--- config.mk ---
export PLATFORM = sky130hd
export DESIGN_NAME = tdc_event_sequencer
export DESIGN_NICKNAME = d
export VERILOG_FILES = /design/src/rtl/sifh_pkg.sv /design/src/rtl/seq_hold_reg.sv /design/src/rtl/tdc_event_sequencer.sv
export SDC_FILE = /design/constraint.sdc
export NUM_CORES = 1
export LEC_CHECK = 0
export ABC_CLOCK_PERIOD_IN_PS = 3800
export BUFFER_PORTS_ARGS = -buffer_cell sky130_fd_sc_hd__buf_4
export CAP_MARGIN = 10
export CORE_ASPECT_RATIO = 1.2
export CORE_MARGIN = 2
export CORE_UTILIZATION = 58
export DETAILED_ROUTE_END_ITERATION = 8
export PLACE_DENSITY = 0.87
export SLEW_MARGIN = 40
export SYNTH_ARGS = -nofsm -noshare
export SYNTH_HDL_FRONTEND = slang
export SYNTH_HIERARCHICAL = 1
export SYNTH_SLANG_ARGS = --single-unit
--- constraint.sdc ---
create_clock -name clk -period 3.8 [get_ports clk]
set_clock_uncertainty 0.15 [all_clocks]
set_input_delay 0.19 -clock clk [delete_from_list [all_inputs] [get_ports clk]]
set_output_delay 0.19 -clock clk [all_outputs]
set_load 0.03 [all_outputs]
--- src/rtl/sifh_pkg.sv ---
// sifh_pkg: shared constants and types for the SiFH front-end pipeline.
// Holds the default geometry, the pad marker and the sequencer FSM state type.
package sifh_pkg;

    localparam int NP        = 16;
    localparam int DATA_NUM  = 4;
    localparam int PIXEL_NUM = 8;

    localparam logic [NP-1:0] PAD_WORD = {NP{1'b1}};

    typedef enum logic {
        COLLECT = 1'b0,
        FLUSH   = 1'b1
    } seq_state_t;

endpackage

--- src/rtl/seq_hold_reg.sv ---
// seq_hold_reg: one-entry valid/ready hold register in front of the sequencer.
// Ports: clk, res (async active-low), collect/consume from the sequencer,
//        in_valid/in_ready/in_pix/in_ts/in_last upstream, hv/hpix/hts/hlast held entry.
module seq_hold_reg #(
    parameter int NP    = 16,
    parameter int PIX_W = 3
) (
    input  logic             clk,
    input  logic             res,
    input  logic             collect,
    input  logic             consume,
    input  logic             in_valid,
    output logic             in_ready,
    input  logic [PIX_W-1:0] in_pix,
    input  logic [NP-1:0]    in_ts,
    input  logic             in_last,
    output logic             hv,
    output logic [PIX_W-1:0] hpix,
    output logic [NP-1:0]    hts,
    output logic             hlast
);

    // consume is computed from registered state only, so no
    // combinational path exists from in_valid to in_ready.
    assign in_ready = collect && (!hv || consume);

    always_ff @(posedge clk or negedge res) begin
        if (!res) begin
            hv    <= 1'b0;
            hpix  <= '0;
            hts   <= '0;
            hlast <= 1'b0;
        end else if (in_valid && in_ready) begin
            hv    <= 1'b1;
            hpix  <= in_pix;
            hts   <= in_ts;
            hlast <= in_last;
        end else if (consume) begin
            hv    <= 1'b0;
        end
    end

endmodule

--- src/rtl/tdc_event_sequencer.sv ---
// tdc_event_sequencer: orders sparse pixel-tagged TDC events into the dense
// DATA_NUM-words-per-pixel stream, padding gaps with all-ones and dropping strays.
// Ports: clk, res (async active-low), in_valid/in_ready/in_pix/in_ts/in_last in,
//        wrEn/data/acq_done out; drop_cnt/pad_cnt only when SEQ_STATS_EN is defined.
module tdc_event_sequencer #(
    parameter int NP        = sifh_pkg::NP,
    parameter int DATA_NUM  = sifh_pkg::DATA_NUM,
    parameter int PIXEL_NUM = sifh_pkg::PIXEL_NUM,
    parameter int PIX_W     = $clog2(PIXEL_NUM)
) (
    input  logic             clk,
    input  logic             res,
    input  logic             in_valid,
    output logic             in_ready,
    input  logic [PIX_W-1:0] in_pix,
    input  logic [NP-1:0]    in_ts,
    input  logic             in_last,
    output logic             wrEn,
    output logic [NP-1:0]    data,
`ifdef SEQ_STATS_EN
    output logic             acq_done,
    output logic [15:0]      drop_cnt,
    output logic [15:0]      pad_cnt
`else
    output logic             acq_done
`endif
);

    import sifh_pkg::*;

    localparam int SW = (DATA_NUM > 1) ? $clog2(DATA_NUM) : 1;
    localparam logic [NP-1:0] PAD = {NP{1'b1}};

    seq_state_t       state;
    logic [PIX_W-1:0] p;
    logic [SW-1:0]    s;

    logic             hv;
    logic [PIX_W-1:0] hpix;
    logic [NP-1:0]    hts;
    logic             hlast;

    logic             consume;
    logic             emit;
    logic             pad;
    logic             drop;
    logic             at_end;
    logic             wrap;
    logic             go_flush;
    logic             s_last;
    logic [31:0]      hpix_w;

    seq_hold_reg #(
        .NP    (NP),
        .PIX_W (PIX_W)
    ) u_hold (
        .clk      (clk),
        .res      (res),
        .collect  (state == COLLECT),
        .consume  (consume),
        .in_valid (in_valid),
        .in_ready (in_ready),
        .in_pix   (in_pix),
        .in_ts    (in_ts),
        .in_last  (in_last),
        .hv       (hv),
        .hpix     (hpix),
        .hts      (hts),
        .hlast    (hlast)
    );

    assign hpix_w = 32'(hpix);
    assign s_last = (s == SW'(DATA_NUM - 1));
    assign at_end = (p == PIX_W'(PIXEL_NUM - 1)) && s_last;

    // Exactly one outcome per cycle for the held event: drop, emit, or pad.
    always_comb begin
        consume = 1'b0;
        emit    = 1'b0;
        pad     = 1'b0;
        drop    = 1'b0;
        if (state == COLLECT && hv) begin
            if (hpix_w >= 32'(PIXEL_NUM) || hpix < p) begin
                drop    = 1'b1;
                consume = 1'b1;
            end else if (hpix == p) begin
                emit    = 1'b1;
                consume = 1'b1;
            end else begin
                emit    = 1'b1;
                pad     = 1'b1;
            end
        end else if (state == FLUSH) begin
            emit = 1'b1;
            pad  = 1'b1;
        end
    end

    assign wrap = emit && at_end;

    // A last event whose own word closes the acquisition needs no flush.
    assign go_flush = consume && hlast && !wrap;

    always_ff @(posedge clk or negedge res) begin
        if (!res) begin
            state    <= COLLECT;
            p        <= '0;
            s        <= '0;
            wrEn     <= 1'b0;
            data     <= '0;
            acq_done <= 1'b0;
        end else begin
            wrEn     <= emit;
            acq_done <= wrap;
            if (emit) begin
                data <= pad ? PAD : hts;
                if (s_last) begin
                    s <= '0;
                    p <= at_end ? '0 : p + 1'b1;
                end else begin
                    s <= s + 1'b1;
                end
            end
            unique case (state)
                COLLECT: if (go_flush) state <= FLUSH;
                FLUSH:   if (at_end)   state <= COLLECT;
            endcase
        end
    end

`ifdef SEQ_STATS_EN
    always_ff @(posedge clk or negedge res) begin
        if (!res) begin
            drop_cnt <= '0;
            pad_cnt  <= '0;
        end else begin
            if (drop && drop_cnt != 16'hFFFF) drop_cnt <= drop_cnt + 1'b1;
            if (pad  && pad_cnt  != 16'hFFFF) pad_cnt  <= pad_cnt + 1'b1;
        end
    end
`endif

endmodule

# [After elaboration in Yosys (flattened, before gate mapping)]
# Cells that the tools add are included.
[classes] add_sub_neg=2 magnitude_cmp=2 n_eq_ne=3 muxes=17 bitwise_logic=1 reduce_logical=13
[ops] op="$mux 16" n=1
[ops] op="$mux 1" n=13
[ops] op="$logic_and 1x1->1" n=7
[ops] op="$ge 3x4->1 const B" n=1
[ops] op="$add 3x1->3 const B" n=1
[ops] op="$eq 3x3->1" n=1
[ops] op="$eq 3x3->1 const B" n=1
[ops] op="$lt 3x3->1" n=1
[ops] op="$mux 3" n=1
[ops] op="$add 2x1->2 const B" n=1
[ops] op="$eq 2x2->1 const B" n=1
[ops] op="$logic_not 1->1" n=2
[ops] op="$logic_or 1x1->1" n=2
[ops] op="$mux 2" n=1
[ops] op="$pmux 1 s2" n=1
[ops] op="$reduce_and 2->1" n=1
[ops] op="$reduce_bool 2->1" n=1
[ops] op="$not 1->1" n=1
[word_totals] reg_bits=45 input_bits=23 output_inout_bits=19 elab_cells=48

# [Depth between registers and ports, before layout]
[logic_depth] ltp_word=9 mapped_depth=10 depth_no_buf=9

# [Hierarchy]
# The synthesis kept the hierarchy.
[modules_own_cells] module="tdc_event_sequencer" n_inst=1 cells_each=77 area_each_um2=1094.8 seq_area_each_um2=600.6
[modules_own_cells] module="seq_hold_reg" n_inst=1 cells_each=48 area_each_um2=910.9 seq_area_each_um2=525.5

# [Least setup slack after synthesis]
# No wires, ideal clock.
[synth_path] path_type="register to register" startpoint="register p[1]" endpoint="register u_hold.hlast" setup_ps=125 arrival_time_ps=1965 required_ps=3525 setup_slack_ps=1560 path_stages_with_launch=11 n_path_buf=1 synth_period_minus_slack_ps=2240 cell_sequence="dfrtp_1 inv_1 ha_1 nor2b_4 o21ai_4 a21oi_1 nor3_1 nand2b_4 nor2b_4 buf_12 mux2_4"
[synth_via] elab_chain_cells=7 elab_cells_between_ends=9 classes_between="order compare (1); eq/ne (1); mux (3); reduce/logical (4)"
[synth_lines] item="from (decl)" line_no="tdc_event_sequencer.sv:35" source="logic [PIX_W-1:0] p;"
[synth_lines] item="from (signal assigned)" line_no="tdc_event_sequencer.sv:119" source="p <= at_end ? '0 : p + 1'b1;"
[synth_lines] item="$lt 3x3->1 or $eq 3x3->1 (tied branches)" line_no="tdc_event_sequencer.sv:83, tdc_event_sequencer.sv:86"
[synth_lines] item="$logic_or 1x1->1 or $mux 1 (tied branches)" line_no="tdc_event_sequencer.sv:83, tdc_event_sequencer.sv:86"
[synth_lines] item="$mux 1 (*)" line_no="tdc_event_sequencer.sv:83" source="if (hpix_w >= 32'(PIXEL_NUM) || hpix < p) begin"
[synth_lines] item="$mux 1 (*)" line_no="tdc_event_sequencer.sv:82" source="if (state == COLLECT && hv) begin"
[synth_lines] item="net consume" line_no="tdc_event_sequencer.sv:43" source="logic consume;"
[synth_lines] item="$logic_or 1x1->1 (*)" line_no="seq_hold_reg.sv:25" source="assign in_ready = collect && (!hv || consume);"
[synth_lines] item="$logic_and 1x1->1 (*)" line_no="seq_hold_reg.sv:25"
[synth_lines] item="$logic_and 1x1->1 (*)" line_no="seq_hold_reg.sv:33" source="end else if (in_valid && in_ready) begin"
[synth_lines] item="to (signal assigned)" line_no="seq_hold_reg.sv:37" source="hlast <= in_last;"
[synth_lines] item="to (decl)" line_no="seq_hold_reg.sv:20" source="output logic hlast"
# Mark *: on every way through the listed nets, which the timed path passes. The rest lies on a longest branch.
# A chain may end at the register's enable or synchronous reset.

# [Worst setup path in the final report]
[layout_path] startpoint="register p[1]" endpoint="register u_hold.hpix[2]"
[layout_via] elab_chain_cells=7 elab_cells_between_ends=9 classes_between="order compare (1); eq/ne (1); mux (3); reduce/logical (4)"
[layout_lines] item="$lt 3x3->1 or $eq 3x3->1 (tied branches)" line_no="tdc_event_sequencer.sv:83, tdc_event_sequencer.sv:86"
[layout_lines] item="$logic_or 1x1->1 or $mux 1 (tied branches)" line_no="tdc_event_sequencer.sv:83, tdc_event_sequencer.sv:86"
[layout_lines] item="$mux 1 (*)" line_no="tdc_event_sequencer.sv:83"
[layout_lines] item="$mux 1 (*)" line_no="tdc_event_sequencer.sv:82"
[layout_lines] item="net consume" line_no="tdc_event_sequencer.sv:43"
[layout_lines] item="$logic_or 1x1->1 (*)" line_no="seq_hold_reg.sv:25"
[layout_lines] item="$logic_and 1x1->1 (*)" line_no="seq_hold_reg.sv:25"
[layout_lines] item="$logic_and 1x1->1 (*)" line_no="seq_hold_reg.sv:33"
[layout_lines] item="to (signal assigned)" line_no="seq_hold_reg.sv:35" source="hpix <= in_pix;"
[layout_lines] item="to (decl)" line_no="seq_hold_reg.sv:18" source="output logic [PIX_W-1:0] hpix,"
# Marked as above.

==> impl_metrics.ini <==
[outcome]
status = completed

[power_and_ir_drop]
p_int_mw = 1.25
switching_share_pct = 31.7
power.density_nw_per_um2 = 697
comb_power_share_pct = 39.3
peakVddDrop_v = 0.000534
p_sw_uw = 580
power_frac_clock_pct = 19.2
seqPwrFrac_pct = 41.5
p_leak_nw = 1.14

[floorplanning]
dieArea_um2 = 3950
num_io_pins = 42
die_w_um = 57.7
start_util_pct = 60.1
dieHeight_um = 68.4
row_count = 23
core-area_um2 = 3340

[worst_setup_path]
startpoint_type = flip-flop
cp.arrival_ns = 2.78
reg2reg_slack_ns = 1.05
crit_fanout = 20
cp-end-kind = flip-flop
crit_type = flip-flop to flip-flop
worst_ep_required_time_ns = 3.82

[logic_synthesis]
syn_avg_cell_area_um2 = 16.0
syn_area_um2 = 2010
ys_ff_latch = 45
synthDistinctLibCells = 29
syn_inst = 125
synth_seq_area_share_pct = 56.1
syn-num-nets = 154
synth_warnings = 6

[cells_and_area]
area_growth_syn_to_layout_pct = 30.9
layout_commonest_cell = dfrtp_1
antenna_cells = 0
final_cell_mix = dfrtp_1 (45), buf_4 (41), mux2_4 (22), dlygate4sd3_1 (22), o22a_1 (9)
layout-drive-gt1-share_pct = 47.9
nNetsFinal = 220

[timing]
hold_viol_final = 0
max_freq_mhz = 363
slew_headroom_pct = 45.5
min_period_ns = 2.75
tns_ns = 0
tightest_slew_ns = 0.815
maxSlewViolCount = 0
holdWs_ns = 0.281
rsz0062_at_grt = no
setup-violations-final = 0
fin_crit_sh_pct = 72.4

[cts]
clk_pin_slew_ns = 0.08
clock_sinks = 45
cts_tree = yes
cts_resized = 0
cts_post_setup_buffers_inserted = 0
clockRootBuffer = clkbuf_8
cts_buffers = 5
htreeDepth = 2
cts_buffer_depth = 2
insertion_delay_ns = 0.29

[min_path]
hp-class = input port to async pin

[drt]
vias = 1261
drc = 0
drtIter0Drc = 61
wl_per_cell_um = 16.7
wl_um = 3830
vias_per_cell = 5.51
antenna_left = 0
first_pass_iters = 4

[grt]
grt_usage_pct = 20.6
grt-ovfl-total = 0
antenna_found_initial = 0
grt_pass1_vias = 1304
grt_start_max_net_pins = 46
grt_pass1_wl_um = 5960

[placed_design]
dp_hpwl_um = 2510
gp_congestion = 0.783
io_buffers = 41

[flow_run]
cap_viol_max_count = 0
==> state kept, by name, summed over array words and instances, names as in the netlist <==
register	count
u_hold/hts	16
u_hold/hv	1
u_hold/hlast	1
p	3
data	16
s	2
acq_done	1
wrEn	1
u_hold/hpix	3
state	1
==> metrics by stage <==
stage / utilization, % / setup WS [ns] / cell area (µm²) / power (mW) / std cells
floorplan: - / 1.56 / 2010 / 1.33 / 125
global placement: 68.7 / 1.13 / 2290 / 1.42 / 199
detailed placement: 68.7 / 1.06 / 2290 / 1.47 / 199
CTS: 78.6 / 1.05 / 2630 / 1.84 / 229
global route: 78.6 / 0.885 / 2630 / 1.93 / 229
finish: 78.6 / 1.05 / 2630 / 1.83 / 229
==> layer usage <==
metal  track usage (%)  wire [µm]
met5                 0          0
met4              9.01         48
met3              4.73        143
met2              37.1       2170
met1              23.3       1460
==> synth_stat cells <==
master,number,area (µm²)
dfrtp_1,45,1130
mux2_4,22,330
o22a_1,9,78.8
o22a_2,7,70.1
ha_1,6,75.1
inv_1,6,22.5
mux2_2,3,33.8
buf_12,2,40.0
nand2_1,2,7.51
nor2_1,2,7.51
nor2b_4,2,27.5
o21ai_4,2,32.5
a21oi_1,1,5.00
a21oi_2,1,8.76
a32oi_1,1,8.76
and2_1,1,6.26
and2_2,1,7.51
and3_1,1,6.26
buf_6,1,11.3
buf_8,1,15.0
inv_2,1,3.75
nand2_2,1,6.26
nand2b_4,1,13.8
nand3_1,1,5.00
nand4_1,1,6.26
nand4_4,1,21.3
nor3_1,1,5.00
o22ai_2,1,12.5
or3_4,1,11.3
==> critical path, cell delays in order, from the launching register on <==
cell      delay, ns
dfrtp_1        0.37
inv_1          0.05
ha_1           0.30
nor2b_4        0.14
o21ai_4        0.19
a21oi_1        0.10
nor3_1         0.13
nand2b_4       0.16
nor2b_4        0.68
mux2_4         0.35
==> power by group through the flow <==
stage | clock, mW | sequential (mW) | combinational, mW
after floorplan | 0 | 0.755 | 0.573
after global routing | 0.375 | 0.780 | 0.778
final | 0.351 | 0.758 | 0.719
after detailed placement | 0 | 0.764 | 0.703
after global placement | 0 | 0.752 | 0.666
after CTS | 0.362 | 0.757 | 0.725
==> area by class of cell <==
class	instances	area, µm²
tap	37	46.3
clock buffer	6	72.6
inverter	7	26.3
fill	193	713
clock inverter	2	38.8
sequential	45	1130
multi-input combinational	69	787
timing repair buffer	63	528
==> final timing paths <==
path	startpoint	end	cells past startpoint
max reg2reg	p[1]	u_hold/hpix[2]	9
max	p[1]	u_hold/hpix[2]	9
min in group clk	u_hold/hts[11]	data[11]	1
min reg2reg	u_hold/hts[11]	data[11]	1
min	res	acq_done	2
max in group asynchronous	res	u_hold/hts[5]	2
==> repair_timing <==
action | CTS | global route
hold endpoints to repair | 66 | 0
endpoints found under the setup margin | 0 | 0
hold buffers | 22 | 0
==> kinds of logic (layout without fill, tap and decap cells) <==
kind of cell             Yosys count  after routing  share of synthesized area [%]
flip-flops                        45             45                           56.1
multiplexers                      25             25                           18.2
AO/OA/AOI/OAI                     22             22                           10.8
AND/OR/NAND/NOR                   16             16                           6.55
buffers and inverters             11             78                           4.62
adder cells (fa/ha/maj)            6              6                           3.74
No activity file was read; power rests on OpenSTA's default activity.
